**src/rtl/aes_sched_pkg.sv**
```systemverilog
// Shared types and constants for the AES stream scheduler.
package aes_sched_pkg;

   localparam int unsigned DATA_W = 128;

   typedef enum logic [2:0] {
      StIdle,
      StLoad,
      StWait,
      StStore,
      StError
   } state_t;

   // Watchdog counter width able to hold 0 .. timeout-1.
   function automatic int unsigned wdog_width(input int unsigned timeout);
      return $clog2(timeout);
   endfunction

endpackage

```
**src/rtl/aes_out_drain.sv**
```systemverilog
// Output-FIFO drain: pulls a result into the host-facing valid/ready register.
module aes_out_drain (
   input  logic clk,
   input  logic rst,
   input  logic ofifo_full,
   input  logic out_ready,
   output logic ofifo_rd_en,
   output logic out_valid
);

   logic valid_q, valid_d;

   // Reading only while no result is held keeps out_data stable under backpressure.
   always_comb begin
      ofifo_rd_en = ~valid_q & ofifo_full;
      valid_d     = valid_q;
      if (ofifo_rd_en) begin
         valid_d = 1'b1;
      end else if (valid_q & out_ready) begin
         valid_d = 1'b0;
      end
   end

   always_ff @(posedge clk) begin
      if (rst) begin
         valid_q <= 1'b0;
      end else begin
         valid_q <= valid_d;
      end
   end

   assign out_valid = valid_q;

endmodule

```
**src/rtl/aes_stream_sched.sv**
```systemverilog
// Block scheduler: host -> input FIFO -> AES core -> output FIFO -> host,
// with a core watchdog and a completed-block counter.
module aes_stream_sched #(
   parameter int unsigned DATA_W       = 128,
   parameter int unsigned CORE_TIMEOUT = 64,
   parameter int unsigned CNT_W        = 32
) (
   input  logic              clk,
   input  logic              rst,
   input  logic              enable,
   input  logic              in_valid,
   output logic              in_ready,
   input  logic [DATA_W-1:0] in_data,
   output logic              out_valid,
   input  logic              out_ready,
   output logic [DATA_W-1:0] out_data,
   output logic              ififo_wr_en,
   output logic              ififo_rd_en,
   output logic [DATA_W-1:0] ififo_data_in,
   input  logic [DATA_W-1:0] ififo_data_out,
   input  logic              ififo_empty,
   input  logic              ififo_full,
   output logic              ofifo_wr_en,
   output logic              ofifo_rd_en,
   output logic [DATA_W-1:0] ofifo_data_in,
   input  logic [DATA_W-1:0] ofifo_data_out,
   input  logic              ofifo_empty,
   input  logic              ofifo_full,
   output logic              core_start,
   output logic [DATA_W-1:0] core_din,
   input  logic              core_done,
   input  logic [DATA_W-1:0] core_dout,
   output logic              busy,
   output logic              err_timeout,
   output logic [CNT_W-1:0]  blk_cnt
);

   import aes_sched_pkg::*;

   localparam int unsigned WDOG_W = wdog_width(CORE_TIMEOUT);

   state_t            state_q, state_d;
   logic [WDOG_W-1:0] wdog_q, wdog_d;
   logic [DATA_W-1:0] res_q, res_d;
   logic [CNT_W-1:0]  blk_cnt_q, blk_cnt_d;
   logic              err_q, err_d;
   logic              wdog_expired;

   assign wdog_expired = (wdog_q == WDOG_W'(CORE_TIMEOUT - 1));

   // Writes need an empty FIFO and reads a full one, so they never coincide.
   assign in_ready      = ~rst & ififo_empty;
   assign ififo_wr_en   = in_valid & in_ready;
   assign ififo_data_in = in_data;
   assign core_din      = ififo_data_out;
   assign ofifo_data_in = res_q;
   assign out_data      = ofifo_data_out;
   assign err_timeout   = err_q;
   assign blk_cnt       = blk_cnt_q;

   always_ff @(posedge clk) begin
      if (rst) begin
         state_q <= StIdle;
      end else begin
         state_q <= state_d;
      end
   end

   always_comb begin
      state_d = state_q;
      unique case (state_q)
         StIdle:  if (ififo_rd_en) state_d = StLoad;
         StLoad:  state_d = StWait;
         StWait: begin
            if (core_done) begin
               state_d = StStore;
            end else if (wdog_expired) begin
               state_d = StError;
            end
         end
         StStore: if (ofifo_wr_en) state_d = StIdle;
         StError: state_d = StError;
         default: state_d = StIdle;
      endcase
   end

   always_comb begin
      ififo_rd_en = 1'b0;
      ofifo_wr_en = 1'b0;
      core_start  = 1'b0;
      unique case (state_q)
         StIdle:  ififo_rd_en = enable & ififo_full & ~err_q;
         StLoad:  core_start  = 1'b1;
         StStore: ofifo_wr_en = ofifo_empty;
         default: ;
      endcase
      busy = (state_q != StIdle);
   end

   // Datapath registers; core_done outside WAIT is deliberately ignored.
   always_comb begin
      wdog_d    = wdog_q;
      res_d     = res_q;
      blk_cnt_d = blk_cnt_q;
      err_d     = err_q;
      unique case (state_q)
         StLoad: wdog_d = '0;
         StWait: begin
            if (core_done) begin
               res_d = core_dout;
            end else if (wdog_expired) begin
               err_d = 1'b1;
            end else begin
               wdog_d = wdog_q + 1'b1;
            end
         end
         StStore: if (ofifo_wr_en) blk_cnt_d = blk_cnt_q + 1'b1;
         default: ;
      endcase
   end

   always_ff @(posedge clk) begin
      if (rst) begin
         wdog_q    <= '0;
         res_q     <= '0;
         blk_cnt_q <= '0;
         err_q     <= 1'b0;
      end else begin
         wdog_q    <= wdog_d;
         res_q     <= res_d;
         blk_cnt_q <= blk_cnt_d;
         err_q     <= err_d;
      end
   end

   aes_out_drain u_out_drain (
      .clk         (clk),
      .rst         (rst),
      .ofifo_full  (ofifo_full),
      .out_ready   (out_ready),
      .ofifo_rd_en (ofifo_rd_en),
      .out_valid   (out_valid)
   );

endmodule

```
**config.mk**
```make
export PLATFORM = sky130hd
export DESIGN_NAME = aes_stream_sched
export DESIGN_NICKNAME = d
export VERILOG_FILES = /design/src/rtl/aes_sched_pkg.sv /design/src/rtl/aes_out_drain.sv /design/src/rtl/aes_stream_sched.sv
export SDC_FILE = /design/constraint.sdc
export NUM_CORES = 1
export LEC_CHECK = 0
export CAP_MARGIN = 20
export CORE_AREA = 2 2 420 422
export CTS_BUF_LIST = sky130_fd_sc_hd__clkbuf_8
export DETAILED_ROUTE_END_ITERATION = 10
export DIE_AREA = 0 0 422 424
export GPL_TIMING_DRIVEN = 0
export SKIP_CTS_REPAIR_TIMING = 1
export SLEW_MARGIN = 20
export SYNTH_ARGS = -nofsm -noshare
export SYNTH_HDL_FRONTEND = slang
export SYNTH_HIERARCHICAL = 1
export SYNTH_SLANG_ARGS = --single-unit
```
**constraint.sdc**
```tcl
create_clock -name clk -period 1.8 [get_ports clk]
set_input_delay 0.54 -clock clk [delete_from_list [all_inputs] [get_ports clk]]
set_output_delay 0.54 -clock clk [all_outputs]
set_load 0.05 [all_outputs]
```
==> results of run 1 <==
[per-stage QoR]
stage / worst slack (ns) / power (W)
global placement: -2.08 / 0.00817
floorplan: -0.264 / 0.00658
global route: -0.468 / 0.0120
finish: -0.345 / 0.0115
detailed placement: -1.63 / 0.00817
CTS: -1.64 / 0.0117
[layer usage]
layer  vias up  wire, um  GRT usage (%)
met1      5040     26600           8.61
met3        53      9810           3.64
met5         -        22              0
met2       575     39900           13.7
li1       4856         -              -
met4         4      1650           2.00
[worst max-delay path by stage]
stage	end	slack [ns]	cells after the start
floorplan	ififo_wr_en	-0.26	2
global placement	ofifo_data_in[48]$_SDFFE_PP0P_	-2.08	4
detailed placement	ofifo_data_in[104]$_SDFFE_PP0P_	-1.63	4
CTS	ofifo_wr_en	-1.64	4
global route	ififo_rd_en	-0.47	5
finish	ififo_rd_en	-0.35	5
[kinds of logic after synthesis]
kind of cell | share of synthesized area, %
buffers and inverters | 34.0
DFF | 36.9
and+or+nand+nor | 17.7
AOI/OAI and AO/OA | 7.59
adders and majority gates | 0.270
xor gates and xnor gates | 3.40
muxes | 0.121
[synth_stat cells, types with 2 or more instances]
library cell  instances
buf_4               396
nand2_1             275
dfxtp_1             171
a21oi_1             131
nor2_1               45
xor2_1               29
clkbuf_1             26
nand4_1              21
nand3_1               9
buf_2                 8
xnor2_1               7
and3_1                6
nor3_1                5
inv_1                 4
and2_1                3
buf_6                 3
nor3b_1               3
ha_1                  2
nor2b_1               2
[power groups by stage]
stage                     clock network (W)  registers (W)  logic, W
after detailed placement                  0        0.00394   0.00424
final                               0.00336        0.00384   0.00432
after floorplan                           0        0.00407   0.00251
after global routing                0.00371        0.00385   0.00445
after global placement                    0        0.00394   0.00423
after CTS                           0.00362        0.00385   0.00425
[state kept, by name, summed over array words and instances (netlist names)]
register               count
ofifo_data_in            128
blk_cnt                   32
wdog_q                     6
state_q                    3
err_timeout                1
u_out_drain/out_valid      1
[cell type report]
cell class / instances / share of cell area [%]
diodes: 9 / 0.101
plain buffers: 433 / 15.3
clock buffers: 17 / 1.05
clock inverters: 15 / 0.902
inverters: 4 / 0.0952
multi-input cells: 558 / 14.1
flip-flops and latches: 171 / 16.0
well taps: 2340 / 13.1
repair buffers: 737 / 39.4
[cells in the final DEF (no fill, tap or decap), types with 8 or more instances in the layout]
cell type	n
a21oi_1	101
a21oi_2	30
buf_12	31
buf_4	439
buf_6	105
buf_8	37
clkbuf_1	15
clkbuf_16	8
clkbuf_4	10
clkbuf_8	17
clkdlybuf4s50_1	133
dfxtp_1	82
dfxtp_2	73
dfxtp_4	16
diode_2	9
dlymetal6s2s_1	387
nand2_1	233
nand2_2	14
nand2_4	28
nand3_1	8
nand4_1	21
nor2_1	44
xor2_1	29
[worst reg2reg max path, delay by kind of cell (launching register included)]
kind	cells	cell delay, ns
AND/OR/NAND/NOR	4	1.02
buffers and inverters	2	0.34
flip-flops	1	0.40
XOR/XNOR	1	0.17
==> impl_metrics.yaml, run 1 <==
status:
  status: "finished with violations"
  violations: "setup timing"
synth:
  synth_top_cell_area_share_pct: 36.9
  synth-main-ff-cell: "dfxtp_1"
  synth_area_per_cell_um2: 7.96
  synth_cell_types: 39
  synthesis.nets: 1690
  yosysWarningCount: 6
  yosysSeqAreaShare_pct: 36.9
  syn_inst: 1166
  async_reset_ff_share_pct: 0
  synth_seq_cells: 171
  syn_area_um2: 9280
  yosysTopAreaCell: "dfxtp_1"
  synth-edff-count: 0
  yosys-top-cells-area: "dfxtp_1 (37%), buf_4 (32%), nand2_1 (11%)"
clock_tree:
  clockBufferDepth: 2
  cts_root_buf: "clkbuf_8"
  cts_sinks: 171
  clk_latency_ns: 0.62
  cts_inserted_buffers: 17
  cts_tree: "done"
  htreeDepth: 4
  clkTransAtPathRegs_ns: 0.16
hold_path:
  hold_start: "rst"
  hp-class: "in2reg"
  worstHoldEndpoint: "u_out_drain/out_valid$_SDFFE_PP0P_"
  holdPathStages: 2
routing:
  drtIter0Drc: 681
  antenna_left: 0
  vias: 10500
  avgViaCountPerCell: 2.46
  wirelength_um: 78000
  dr.pass1.iters: 5
  wire_per_inst_um: 18.2
  post-route-drc-count: 0
setup_path:
  rr_startpoint: "state_q[2]$_SDFFE_PP0P_"
  cpMostUsedCell: "buf_8"
  rr_worst_depth: 7
  critical_path.max_fanout: 8
  required_ns: 1.26
  worstSetupPathType: "reg2out"
  path_delay_family: "buffers and inverters"
  crit_start: "state_q[0]$_SDFFE_PP0P_"
  cp.arrival_ns: 1.61
  rr_endpoint: "blk_cnt[18]$_SDFFE_PP0P_"
  critical-path-max-stage-delay_ns: 0.36
  startpoint_type: "flop"
  crit_chain: "buf_8, nor3_4, inv_4, nor2_4, buf_8"
  path_buf_inv: 3
  r2r_slack_ns: -0.23
  endpoint_kind: "output pin"
  cp_slowest_cell: "dfxtp_2"
timing:
  hold_viol_final: 0
  setup_viol: 88
  fin_skew_ns: 0.0473
  rsz0062_at_grt: "yes"
  fin_crit_sh_pct: 119
  min_period_ns: 2.15
  relSlewSlack_pct: 39.6
  tightest_slew_ns: 0.905
  fin_tns_setup_ns: -8.94
  hold_slack_ns: 0.145
  fmax_ghz: 0.466
  final_max_slew_viol_count: 0
  fin_ws_ns: -0.345
finish:
  nFillCells: 19900
  drive_gt1_share_pct: 43.9
  instances_no_fill: 4284
  regArea_um2: 3570
  fin_area_um2: 22300
  multiInputGateArea_um2: 3140
  areaGrowthSynthToFinish_pct: 141
  final_util_pct: 12.8
  final_nets: 2446
power_and_ir_drop:
  p_clk_share_pct: 29.2
  switching_power_w: 0.00480
  switching_share_pct: 41.7
  power_frac_comb_pct: 37.5
  p_leak_nw: 11.5
  peakVddDrop_mv: 0.356
  p_int_w: 0.00672
  p_per_area_nw_per_um2: 516
  power_frac_seq_pct: 33.4
grt:
  gr-total-overflow: 0
  grt_pass1_wl_um: 92800
  grt_max_degree: 20
  grt_pass1_vias: 9525
  grt_usage_pct: 7.89
  antenna_found_initial: 23
floorplanning:
  die_w_um: 422
  rows: 154
  die_h_um: 424
  ioPinCount: 1075
  initial_core_util_pct: 5.30
  dieArea_um2: 179000
  core-area_um2: 175000
placement:
  placed_cell_area_um2: 19200
  place_hpwl_um: 65600
  placedCellCount: 4197
  port_buffers: 690
  place.gp.congestion: 0.909
job:
  drv_cap: 0
Note: power is estimated with default switching activity, not from simulation.
==> run 2: changes to the inputs <==
Settings changed: ABC_AREA from default to 1, CORE_AREA 2 2 420 422 to 2 2 421 423, DIE_AREA 0 0 422 424 to 0 0 423 425.
==> impl_metrics.yaml, run 2 <==
timing:
  hold_viol_final: 0
  tightest_slew_ns: 0.919
  setup_viol: 18
  min_period_ns: 2.14
  fin_ws_ns: -0.339
  relSlewSlack_pct: 38.6
  final_max_slew_viol_count: 0
  rsz0062_at_grt: "yes"
  fin_skew_ns: 0.0436
  fin_crit_sh_pct: 119
  hold_slack_ns: 0.103
  fmax_ghz: 0.467
status:
  violations: "setup timing"
  status: "finished with violations"
clock_tree:
  clockBufferDepth: 2
  cts_sinks: 171
  cts_root_buf: "clkbuf_8"
  clkTransAtPathRegs_ns: 0.16
  htreeDepth: 4
  cts_tree: "done"
  cts_inserted_buffers: 17
  clk_latency_ns: 0.64
synth:
  syn_area_um2: 9640
  yosysWarningCount: 6
  synth_seq_cells: 171
  synthesis.nets: 1844
  synth_common_cells: "buf_4 (392), nor2_1 (331), dfxtp_1 (171), o21ai_0 (119), nand2_1 (89)"
  async_reset_ff_share_pct: 0
  synth_cell_types: 31
  synth-main-ff-cell: "dfxtp_1"
  synth-edff-count: 0
  yosysTopAreaCell: "dfxtp_1"
  yosysSeqAreaShare_pct: 35.5
  synth_top_cell_area_share_pct: 35.5
  synth.most_common_cell: "buf_4"
  synth_area_per_cell_um2: 7.30
  syn_inst: 1320
  yosys-top-cells-area: "dfxtp_1 (36%), buf_4 (31%), nor2_1 (13%)"
floorplanning:
  die_w_um: 423
  initial_core_util_pct: 5.50
  core-area_um2: 175000
  ioPinCount: 1075
  dieArea_um2: 180000
  rows: 154
  die_h_um: 425
finish:
  mostFrequentLayoutCell: "buf_4"
  largest_register_ffs: 128
  drive_gt1_share_pct: 40.3
  final_nets: 2586
  layout_common_cells: "buf_4 (440), dlymetal6s2s_1 (376), nor2_1 (326)"
  fin_area_um2: 22100
  areaGrowthSynthToFinish_pct: 129
setup_path:
  critical-path-max-stage-delay_ns: 0.38
  crit_chain: "nor2_2, nand2_1, inv_1, buf_6"
  endpoint_kind: "output pin"
  cp_slowest_cell: "dfxtp_2"
  required_ns: 1.26
  path_buf_inv: 2
  cp.arrival_ns: 1.60
  startpoint_type: "flop"
  critical_path.max_fanout: 4
  path_delay_family: "flip-flops"
  worstSetupPathType: "reg2out"
power_and_ir_drop:
  p_per_area_nw_per_um2: 851
  p_leak_nw: 11.6
  peakVddDrop_mv: 0.553
grt:
  antenna_found_initial: 39
  gr-total-overflow: 0
  grt_pass1_wl_um: 102000
  grt_max_degree: 22
  grt_pass1_vias: 10100
  grt_usage_pct: 8.79
routing:
  wire_per_inst_um: 19.5
  avgViaCountPerCell: 2.55
  dr.pass1.iters: 6
  drtIter0Drc: 743
  wirelength_um: 86200
  vias: 11300
  post-route-drc-count: 0
  antenna_left: 0
placement:
  place.gp.congestion: 0.913
  placed_cell_area_um2: 19500
  place_hpwl_um: 75300
  port_buffers: 690
job:
  drv_cap: 0
hold_path:
  hp-class: "in2reg"
==> run 2: cell type report <==
type / instances / area (um2)
Multi-Input combinational cell: 656 / 3020
Inverter: 62 / 267
Clock inverter: 15 / 209
Sequential cell: 171 / 3650
Timing Repair Buffer: 723 / 8450
Tap cell: 2340 / 2930
Clock buffer: 17 / 234
Buffer: 431 / 3320
Antenna cell: 11 / 27.5
Fill cell: 20100 / 153000
==> run 2: worst min-delay path, cell delays in order <==
cell	delay [ns]
buf_8	0.08
buf_4	0.09
a21oi_2	0.02
==> run 2: routing by layer <==
metal  up-vias  global-route usage [%]  wire [um]
li1       5272                       -          -
met1      5227                    10.1      32600
met2       665                    13.7      39200
met3        98                    5.18      11900
met4        16                    2.36       2430
met5         -                       0         94
==> run 2: power by group <==
group          internal [W]  switching, W
clock network       0.00111       0.00222
logic               0.00368       0.00675
registers           0.00450      0.000554
==> run 2: final timing paths <==
check / startpoint / endpoint / slack (ns) / cells past startpoint
max reg2reg: state_q[2]$_SDFFE_PP0P_ / blk_cnt[14]$_SDFFE_PP0P_ / -0.10 / 8
max: state_q[2]$_SDFFE_PP0P_ / core_start / -0.34 / 4
min: rst / u_out_drain/out_valid$_SDFFE_PP0P_ / 0.10 / 3
min reg2reg: blk_cnt[5]$_SDFFE_PP0P_ / blk_cnt[5]$_SDFFE_PP0P_ / 0.49 / 1
==> run 2: cell families (layout without fill, tap and decap cells) <==
logic type,Yosys count,in the layout,share of synthesized area (%)
xor gates and xnor gates,2,2,0.182
buffers and inverters,493,1248,34.7
AOI/OAI and AO/OA,164,164,8.64
DFF,171,171,35.5
other,0,11,0
and+or+nand+nor,488,488,20.7
adders and majority gates,2,2,0.260
==> run 2: metrics by stage <==
step | setup WS [ns] | TNS, ns | std cells | util (%) | power [W]
6_report | -0.339 | -1.80 | 4426 | 12.6 | 0.0188
5_1_grt | -0.488 | -6.70 | 4421 | 12.6 | 0.0197
4_1_cts | -2.53 | -308.51 | 4383 | 11.4 | 0.0183
3_5_place_dp | -2.57 | -314.61 | 4351 | 11.1 | 0.0147
3_3_place_gp | -2.53 | -317.96 | 4350 | 11.1 | 0.0147
2_1_floorplan | -0.115 | -0.115 | 1320 | - | 0.0108
